`src/rtl/jtopl_wrseq.sv`:
```
// Register-write sequencer for the OPL register file.
// Host (register, value) pairs are queued in a FIFO and replayed as an
// address-port write, an AW-tick settle wait, a data-port write and a
// DW-tick settle wait. Waits count cen ticks only. The address phase is
// skipped when the target register is already selected.

module jtopl_wrseq #(
  parameter int unsigned DEPTH = 8,
  parameter int unsigned AW    = 4,
  parameter int unsigned DW    = 24
) (
  input  logic                   clk,
  input  logic                   rst,
  input  logic                   cen,
  input  logic                   req_valid,
  output logic                   req_ready,
  input  logic [7:0]             req_reg,
  input  logic [7:0]             req_val,
  input  logic                   flush,
  output logic                   opl_write,
  output logic                   opl_addr,
  output logic [7:0]             opl_din,
  output logic                   busy,
  output logic [$clog2(DEPTH):0] level
);

  localparam int unsigned PW      = $clog2(DEPTH);
  localparam int unsigned LW      = PW + 1;
  localparam int unsigned MaxWait = (AW > DW) ? AW : DW;
  localparam int unsigned CW      = (MaxWait < 2) ? 1 : $clog2(MaxWait + 1);

  typedef enum logic [2:0] {StIdle, StAddr, StAwait, StData, StDwait} state_e;

  // FIFO storage and bookkeeping
  logic [15:0]   mem_q [DEPTH];
  logic [PW-1:0] wr_ptr_q, rd_ptr_q;
  logic [LW-1:0] cnt_q, cnt_d;
  logic          full, empty, push, pop;
  logic [15:0]   head;

  // Sequencer state
  state_e        state_q, state_d;
  logic [CW-1:0] wcnt_q, wcnt_d;
  logic [15:0]   hold_q;
  logic [7:0]    last_sel_q;
  logic          sel_ok_q;
  logic          load_hold, set_sel;
  logic          addr_q;
  logic [7:0]    din_q;

  assign full      = (cnt_q == LW'(DEPTH));
  assign empty     = (cnt_q == '0);
  assign req_ready = ~full & ~rst;
  // A push coinciding with flush is dropped along with the queue contents.
  assign push      = req_valid & req_ready & ~flush;
  assign head      = mem_q[rd_ptr_q];
  assign level     = cnt_q;
  assign busy      = ~empty | (state_q != StIdle);

  // Occupancy next-state; push and pop together leave it unchanged.
  always_comb begin
    cnt_d = cnt_q;
    if (push && !pop) begin
      cnt_d = cnt_q + LW'(1);
    end else if (pop && !push) begin
      cnt_d = cnt_q - LW'(1);
    end
  end

  // FIFO pointers and occupancy; flush empties the queue.
  always_ff @(posedge clk) begin
    if (rst || flush) begin
      wr_ptr_q <= '0;
      rd_ptr_q <= '0;
      cnt_q    <= '0;
    end else begin
      if (push) wr_ptr_q <= wr_ptr_q + PW'(1);
      if (pop)  rd_ptr_q <= rd_ptr_q + PW'(1);
      cnt_q <= cnt_d;
    end
  end

  // FIFO storage write port; contents need no reset.
  always_ff @(posedge clk) begin
    if (push) mem_q[wr_ptr_q] <= {req_reg, req_val};
  end

  // Sequencer next-state: pop, strobe phases and cen-tick waits.
  always_comb begin
    state_d   = state_q;
    wcnt_d    = wcnt_q;
    pop       = 1'b0;
    load_hold = 1'b0;
    set_sel   = 1'b0;
    unique case (state_q)
      StIdle: begin
        if (!empty && !flush) begin
          pop       = 1'b1;
          load_hold = 1'b1;
          state_d   = (sel_ok_q && head[15:8] == last_sel_q) ? StData : StAddr;
        end
      end
      StAddr: begin
        set_sel = 1'b1;
        wcnt_d  = CW'(AW);
        state_d = StAwait;
      end
      StAwait: begin
        // A zero count still spends one clk here so strobes never abut.
        if (wcnt_q == '0) begin
          state_d = StData;
        end else if (cen) begin
          wcnt_d = wcnt_q - CW'(1);
          if (wcnt_q == CW'(1)) state_d = StData;
        end
      end
      StData: begin
        wcnt_d  = CW'(DW);
        state_d = StDwait;
      end
      StDwait: begin
        if (wcnt_q == '0) begin
          state_d = StIdle;
        end else if (cen) begin
          wcnt_d = wcnt_q - CW'(1);
          if (wcnt_q == CW'(1)) state_d = StIdle;
        end
      end
      default: state_d = StIdle;
    endcase
  end

  // Register-file bus: strobe only in the two write phases, hold bus otherwise.
  always_comb begin
    opl_write = 1'b0;
    opl_addr  = addr_q;
    opl_din   = din_q;
    if (state_q == StAddr) begin
      opl_write = 1'b1;
      opl_addr  = 1'b0;
      opl_din   = hold_q[15:8];
    end else if (state_q == StData) begin
      opl_write = 1'b1;
      opl_addr  = 1'b1;
      opl_din   = hold_q[7:0];
    end
  end

  // Sequencer registers, holding register, selection cache and bus hold.
  always_ff @(posedge clk) begin
    if (rst) begin
      state_q    <= StIdle;
      wcnt_q     <= '0;
      hold_q     <= '0;
      last_sel_q <= '0;
      sel_ok_q   <= 1'b0;
      addr_q     <= 1'b0;
      din_q      <= '0;
    end else begin
      state_q <= state_d;
      wcnt_q  <= wcnt_d;
      if (load_hold) hold_q <= head;
      if (set_sel) begin
        last_sel_q <= hold_q[15:8];
        sel_ok_q   <= 1'b1;
      end
      if (opl_write) begin
        addr_q <= opl_addr;
        din_q  <= opl_din;
      end
    end
  end

endmodule

```
`config.mk`:
```
export PLATFORM = sky130hd
export DESIGN_NAME = jtopl_wrseq
export DESIGN_NICKNAME = d
export VERILOG_FILES = /design/src/rtl/jtopl_wrseq.sv
export SDC_FILE = /design/constraint.sdc
export NUM_CORES = 1
export LEC_CHECK = 0
export CAP_MARGIN = 40
export CORE_MARGIN = 1
export CORE_UTILIZATION = 45
export DETAILED_ROUTE_END_ITERATION = 6
export PLACE_DENSITY = 0.68
export SLEW_MARGIN = 25
export SYNTH_ARGS = -nofsm -noshare
export SYNTH_HDL_FRONTEND = slang
export SYNTH_SLANG_ARGS = --single-unit
```
`constraint.sdc`:
```
create_clock -name clk -period 3.9 [get_ports clk]
set_input_delay 0.585 -clock clk [delete_from_list [all_inputs] [get_ports clk]]
set_output_delay 0.585 -clock clk [all_outputs]
set_load 0.01 [all_outputs]
```
# After elaboration in Yosys (flattened, before gate mapping)
# Memory sizes are Yosys's and may differ from the RTL's. A register that Yosys moved wholly into a read port is not among the register bits.
# Cells that the tools add are included.
[op_classes]
addsub = 5
n_eq_ne = 14
mux = 27
bitwise_logic = 8
reduce_logical = 18
[ops]
columns = ["cell", "count"]
rows = [
  ["$mux 3", 9],
  ["$mux 8", 2],
  ["$pmux 3 s5", 1],
  ["$pmux 5 s3", 1],
  ["$ne 3x3->1 const B", 4],
  ["$mux 5", 2],
  ["$mux 1", 9],
  ["$eq 8x8->1", 1],
  ["$mux 4", 2],
  ["$add 3x1->3 const B", 2],
  ["$eq 3x2->1 const B", 2],
  ["$reduce_bool 3->1", 2],
  ["$eq 5x1->1 const B", 1],
  ["$logic_not 5->1", 1],
  ["$reduce_and 5->1", 1],
  ["$sub 5x1->5 const B", 1],
  ["$add 4x1->4 const B", 1],
  ["$eq 4x4->1 const B", 1],
  ["$logic_and 1x1->1", 4],
  ["$logic_not 1->1", 4],
  ["$logic_not 4->1", 1],
  ["$ne 2x2->1 const B", 2],
  ["$not 1->1", 4],
  ["$sub 4x1->4 const B", 1],
  ["11 further kinds", 13],
]
[totals]
register_bits = 52
ram_bits = 128
elab_cells = 83
memories = 1
[mem_list]
columns = ["name", "words", "word_bits", "read_ports", "rd_clocked_by_memory_dff", "write_ports", "line", "text"]
rows = [
  ["mem_q", 8, 16, 1, 1, 1, "35", "logic [15:0] mem_q [DEPTH];"],
]

# Logic depth before layout (Yosys ltp)
# Gate-level depths: netlist of the first run.
[logic_depth]
ltp_word = 9
mapped_depth = 14
mapped_depth_nobuf = 12

# Worst setup path before layout of the first run
# OpenSTA, ideal clock, no wires.
[synth_timing]
kind = "input port to flip-flop"
startpoint = "input port rst"
endpoint = "memory mem_q[0][0], enable pin"
setup_time_ns = 0.409
t_arrival_ns = 2.606
required_time_ns = 3.491
setup_slack_ns = 0.885
stages = 4
cell_sequence = "clkbuf_1 > or2_2 > or3_1 > nor3_1"
[synth_between]
elab_chain_cells = 6
[synth_lines]
columns = ["item", "line", "text"]
rows = [
  ["start, declared", "13", "input logic rst,"],
  ["$not 1->1", "53", "assign req_ready = ~full & ~rst;"],
  ["$and 1x1->1", "53", ""],
  ["$and 1x1->1 (2 in series)", "55", "assign push = req_valid & req_ready & ~flush;"],
  ["$mux 1", "85", "if (push) mem_q[wr_ptr_q] <= {req_reg, req_val};"],
  ["$mux 1 (implied by the code)", "85", ""],
  ["end, declared", "35", ""],
]
# No other way between the ends.

# Worst setup path after layout of the first run
[layout_timing]
startpoint = "register state_q[0]"
endpoint = "output port opl_din[3]"
[layout_between]
elab_chain_cells = 3
elab_cells_between_ends = 4
classes_between = "eq/ne: 2; mux: 2"
[layout_lines]
columns = ["item", "line", "text"]
rows = [
  ["start, declared", "42", "state_e state_q, state_d;"],
  ["start signal, assigned", "152", "state_q <= StIdle;"],
  ["start signal, assigned", "160", "state_q <= state_d;"],
  ["$eq 3x2->1", "142", "end else if (state_q == StData) begin"],
  ["$mux 8", "142", ""],
  ["$mux 8 (*)", "138", "if (state_q == StAddr) begin"],
  ["end, declared", "22", "output logic [7:0] opl_din,"],
]
# Every way passes the cells marked *; elsewhere a longest branch is shown, timed or not.

==> summary.txt, run 1 <==
Status
  • Status: finished clean

Clock tree
  • Sink Count: 183
  • Hold_buf cts: 0
  • Clock root buffer: clkbuf_16
  • Clk Latency, worst-skew pair: 0.43 ns
  • CTS clock-pin slew for the worst setup and hold paths: 0.07 ns
  • Clk buf depth: 2
  • Number of H-tree levels: 4
  • Num CTS Buffers: 17
  • CTS tree: yes
  • PostCTS Resize Cnt: 0
  • Number of setup buffers added after CTS: 0

STA
  • Fin crit period: 2.88 ns
  • Slew margin rel.: 0.566
  • Max-slew violations: 0
  • Fmax: 347 MHz
  • Final period util: 0.740
  • Setup TNS: 0 ns
  • WHS: 0.474 ns
  • Clock skew: 0.0104 ns
  • Final hold vios: 0
  • Least-Margin Pin Slew: 0.650 ns
  • Setup Viol. Count Final: 0
  • RSZ-0062 raised after global routing: false

Route
  • Vias post-DR: 3897
  • Pre-Repair DR Iteration Count: 4
  • Routed WL: 13400 um
  • Average wire per standard cell: 18.2 um
  • Residual DRC count: 0
  • Via/cell ratio: 5.27
  • Number of antenna-violating nets in the routed design: 0
  • DR iter-0 viols: 311

Die
  • Initial Util: 0.461
  • Die area: 0.0168 mm2
  • Cell row count: 46
  • Die Y: 130 um
  • Core ar.: 0.0159 mm2
  • Ports: 37
  • Die W: 130 um

Placed design
  • Placer Congestion: 0.759
  • I/O Buffers: 36
  • DPL Wire Length: 8650 um

Synth
  • Syn Nets: 494
  • Cells after Synth: 464
  • Mean Syn Cell Area: 15.8 um2
  • Warnings from Yosys: 0
  • Yosys reg bits: 183
  • Register area share after synthesis: 0.676
  • Area contributors post-synth: edfxtp_1 (53%), dfxtp_1 (15%), mux4_2 (8.6%), mux2i_1 (4.8%), nor2_1 (3.0%)
  • Synth Cell Area: 0.00732 mm2
  • Cell variety after synth: 46
  • Yosys top cell area share: 0.525
  • Leading area contributor after synthesis: edfxtp_1

Layout
  • NumNets Final: 541
  • Most frequent cells in the layout: edfxtp_1 (128), nor2_1 (58), dfxtp_1 (54)
  • Most common cell after layout, fill and taps aside: edfxtp_1
  • Final Util: 0.537
  • Diode count: 0
  • Share of layout cells above drive strength 1: 0.163
  • Area growth, synth to finish: 16.6%

Setup path
  • Startpoint Class: flop
  • CP Class: flop to output pin
  • Crit path DAT: 2.30 ns
  • Worst Setup End Kind: output pin
  • Worst path slowest cell: clkdlybuf4s50_1
  • CP Cell Sequence: nand2_1 -> inv_2 -> nor2_1 -> a21oi_1 -> clkdlybuf4s50_1
  • CP Launch Point: state_q[0]
  • CP max FO: 28
  • Worst path max stage delay: 0.56 ns
  • Worst r2r src: level[0]
  • CP required: 3.31 ns

Global routing
  • First-pass GRT wire length: 21300 um
  • Initial antenna violation count: 0
  • Largest net degree at the start of global routing: 44
  • Number of global-route vias before repair: 3937
  • Overflow after GRT: 0
  • GRT Total Usage: 0.176

Power and ir drop
  • PwrDens: 564 mW/mm2
  • Leak: 0.00280 uW
  • Final Total Pwr: 4810 uW
  • Maximum VDD drop: 0.371 mV

Min path
  • Min-Delay Path Class: flop to flop
  • Hold_sp: addr_q

Run
  • Maxcap violations: 0
==> power by group <==
group          switching (uW)  total [uW]  internal [uW]
logic                     460         888            428
registers                82.5        2270           2190
clock network             756        1650            897
==> cell usage after synthesis, drive strengths merged <==
library cell and number:
edfxtp 128, nor2 59, dfxtp 55, mux2i 36, mux4 32, a211oi 24, buf 17, a21oi 15
xor2 15, nand2 13, nor3 9, clkbuf 8, ha 8, inv 7, or3 4, nand2b 3
nand4 3, xnor2 3, a21o 2, and3 2, nand3 2, nor2b 2, o21ai 2, a31oi 1
a41oi 1, and4bb 1, fa 1, mux2 1, nor3b 1, nor4 1, nor4b 1, o211a 1
o22a 1, o311ai 1, o31a 1, o31ai 1, or2 1, or4 1
==> metal layers <==
layer / share of wire / wire length [um] / up-vias / track usage
li1: - / - / 1870 / -
met2: 0.49 / 6580 / 66 / 0.289
met4: 0.018 / 240 / 0 / 0.0821
met3: 0.026 / 343 / 21 / 0.0277
met5: 0 / 0 / - / 0
met1: 0.47 / 6270 / 1940 / 0.230
==> sequential cells by signal, indices dropped and copies added (netlist names), named ones only <==
name        flops
wr_ptr_q        3
din_q           8
mem_q         128
level           4
state_q         3
last_sel_q      8
hold_q         16
wcnt_q          5
rd_ptr_q        3
addr_q          1
sel_ok_q        1
==> critical path: cells and delay by family, from the launching register on <==
kind                   cells  cell delay (ns)
flip-flops                 1             0.49
buffers and inverters      2             0.90
AND/OR/NAND/NOR            2             0.29
AO/OA/AOI/OAI              1             0.17
==> stage by stage <==
step | std cells | instance area [um2] | setup slack (ns)
floorplan | 464 | 7320 | 0.885
global placement | 706 | 7940 | 0.823
detailed placement | 708 | 7970 | 0.747
CTS | 739 | 8530 | 1.00
global route | 739 | 8530 | 0.861
finish | 739 | 8530 | 1.02
==> worst paths after layout <==
kind,end,slack (ns),cells past startpoint
setup / recovery,opl_din[3],1.02,5
hold / removal,addr_q,0.47,2
setup reg to reg,level[3],1.28,11
hold reg to reg,addr_q,0.47,2
==> layout make-up <==
| type | instances | area (um2) |
|---|---|---|
| inverters | 7 | 26.3 |
| flip-flops and latches | 183 | 4950 |
| fillers | 1293 | 7360 |
| clock buffers | 18 | 429 |
| well taps | 216 | 270 |
| clock inverters | 13 | 134 |
| multi-input cells | 249 | 2220 |
| repair buffers | 53 | 503 |
==> cells by family after synthesis <==
group / after synthesis / share of synthesized area
compound gates: 50 / 0.0470
buf+inv: 32 / 0.0227
flops: 183 / 0.676
simple gates: 103 / 0.0634
xor+xnor: 18 / 0.0215
mux: 69 / 0.153
fa+ha+maj: 9 / 0.0164
Note: power is estimated with default switching activity, not from simulation.
==> inputs of run 2 (changes only) <==
Settings changed: PLACE_DENSITY 0.68 to 0.7.
Clock period 3.9 ns to 2.6 ns, I/O delays scaled along.
==> run 2 against run 1 <==
Net effect: sequential share of layout area is 1.1 points lower; flip-flop and latch count did not move; via count up 1.7%; register-to-register slack got worse by 1.1 ns; largest power group unchanged.
==> summary.txt, run 2 (synthesis gave the netlist of run 1 again) <==
Status
  • Status: finished clean

Route
  • Pre-Repair DR Iteration Count: 4
  • Average wire per standard cell: 17.6 um
  • Via/cell ratio: 5.30
  • Residual DRC count: 0
  • Vias post-DR: 3964
  • Number of antenna-violating nets in the routed design: 0
  • DR iter-0 viols: 299
  • Routed WL: 13200 um

Min path
  • Min-Delay Path Class: flop to flop
  • Hold EP: addr_q
  • Hold_sp: addr_q
  • Hold Path Depth: 2

Setup path
  • Largest delay contributor family on the critical path: buffers and inverters
  • Worst path max stage delay: 0.56 ns
  • R2r endpoint: level[3]
  • Worst r2r src: state_q[2]
  • Buffer and inverter count on the worst path: 3
  • CP Cell Sequence: inv_1 -> nand2_2 -> clkinv_4 -> a21oi_1 -> clkdlybuf4s50_1
  • Worst path slowest cell: clkdlybuf4s50_1
  • CP Class: flop to output pin
  • CP max FO: 14
  • Crit path DAT: 2.00 ns
  • Worst Setup End Kind: output pin
  • Worst R2R Setup Slack: 0.22 ns
  • Startpoint Class: flop
  • CP required: 2.21 ns
  • R2R depth: 11

Layout
  • Final Util: 0.547
  • Share of layout cells above drive strength 1: 0.180
  • Most common cell after layout, fill and taps aside: edfxtp_1
  • Most frequent cells in the layout: edfxtp_1 (128), nor2_1 (58), dfxtp_1 (53)
  • Biggest regs: mem_q x128, hold_q x16
  • Biggest register: mem_q
  • Area growth, synth to finish: 18.8%
  • Diode count: 0
  • Filler Cells Inserted: 1285
  • NumNets Final: 549
  • Max reg flops: 128

Die
  • Initial Util: 0.461
  • Core ar.: 0.0159 mm2
  • Die Y: 130 um
  • Die area: 0.0168 mm2
  • Cell row count: 46
  • Die W: 130 um
  • Ports: 37

Clock tree
  • Clock root buffer: clkbuf_16
  • Clk Latency, worst-skew pair: 0.43 ns
  • Num CTS Buffers: 17
  • Number of H-tree levels: 4
  • Number of setup buffers added after CTS: 0
  • Clk buf depth: 2
  • CTS clock-pin slew for the worst setup and hold paths: 0.07 ns
  • Sink Count: 183
  • CTS tree: yes
  • Hold_buf cts: 0

STA
  • RSZ-0062 raised after global routing: false
  • Fmax: 419 MHz
  • Least-Margin Pin Slew: 0.634 ns
  • Max-slew violations: 0
  • Setup Viol. Count Final: 0
  • Clock skew: 0.00855 ns
  • Final period util: 0.918
  • Fin crit period: 2.39 ns
  • Slew margin rel.: 0.577
  • WHS: 0.477 ns
  • Final hold vios: 0

Placed design
  • DPL Wire Length: 8430 um
  • Placer Congestion: 0.788
  • I/O Buffers: 36

Global routing
  • Overflow after GRT: 0
  • Largest net degree at the start of global routing: 44
  • Number of global-route vias before repair: 3930
  • Initial antenna violation count: 0
  • GRT Total Usage: 0.174
  • First-pass GRT wire length: 21100 um

Run
  • Maxcap violations: 0

Power and ir drop
  • PwrDens: 831 mW/mm2
  • Maximum VDD drop: 0.515 mV
  • Leak: 0.00284 uW
[run 2: cell count changes in the layout (fill, tap and decap cells not counted), moves of 2 or more]
cell / before / now
inv_6: 7 / 4
buf_8: 2 / 0
clkinvlp_4: 1 / 3
buf_12: 0 / 9
[run 2: area by class of cell]
class	count	area, um2	share of cell area
Sequential cell	183	4950	0.569
Multi-Input combinational cell	249	2230	0.257
Timing Repair Buffer	60	653	0.0751
Clock buffer	19	433	0.0498
Tap cell	216	270	0.0311
Clock inverter	13	120	0.0138
Inverter	7	31.3	0.00360
Timing Repair inverter	1	6.26	0.000719
[run 2: per-stage QoR]
step | std cells | instance area, um2 | setup WS [ns] | total power (uW) | TNS [ns]
after floorplan | 464 | 7320 | -0.134 | 4320 | -0.134
after global placement | 715 | 8120 | -0.0893 | 4820 | -0.0893
after CTS | 747 | 8670 | 0.0647 | 7270 | 0
after global routing | 748 | 8700 | 0.0238 | 7590 | 0
after detailed placement | 715 | 8120 | -0.135 | 4860 | -0.135
final | 748 | 8700 | 0.214 | 7230 | 0
[run 2: layer usage]
layer | part of all wire | GRT usage | vias up
met2 | 0.49 | 0.276 | 62
met3 | 0.028 | 0.0458 | 8
li1 | - | - | 1889
met5 | 0 | 0 | -
met1 | 0.47 | 0.230 | 2005
met4 | 0.0085 | 0.0657 | 0
[run 2: worst max path at each step]
| stage | slack [ns] | start | cells after the start | endpoint |
|---|---|---|---|---|
| finish | 0.21 | state_q[2] | 5 | opl_din[3] |
| global route | 0.02 | level[3] | 12 | level[3] |
| CTS | 0.06 | state_q[0] | 6 | opl_din[3] |
| detailed placement | -0.13 | flush | 11 | level[3] |
| global placement | -0.09 | flush | 11 | level[3] |
| floorplan | -0.13 | state_q[0] | 14 | level[3] |
[run 2: worst reg2reg max path, delay by kind of cell, from the launching register on]
family                     cells  cell delay [ns]
AOI/OAI and AO/OA              3             0.48
xor gates and xnor gates       1             0.09
adders and majority gates      2             0.44
buffers and inverters          2             0.15
DFF                            1             0.35
and+or+nand+nor                3             0.79
[run 2: power by group]
group,leakage [uW],internal [uW],switching (uW)
Combinational,0.000982,698,727
Clock,0.000262,1330,1080
Sequential,0.00160,3280,108
Total,0.00284,5310,1910
[run 2: what timing repair did]
action                                  4_1_cts  5_1_grt
gates resized for setup                       1        7
endpoints found under the setup margin        4       10
gates cloned                                  0        1
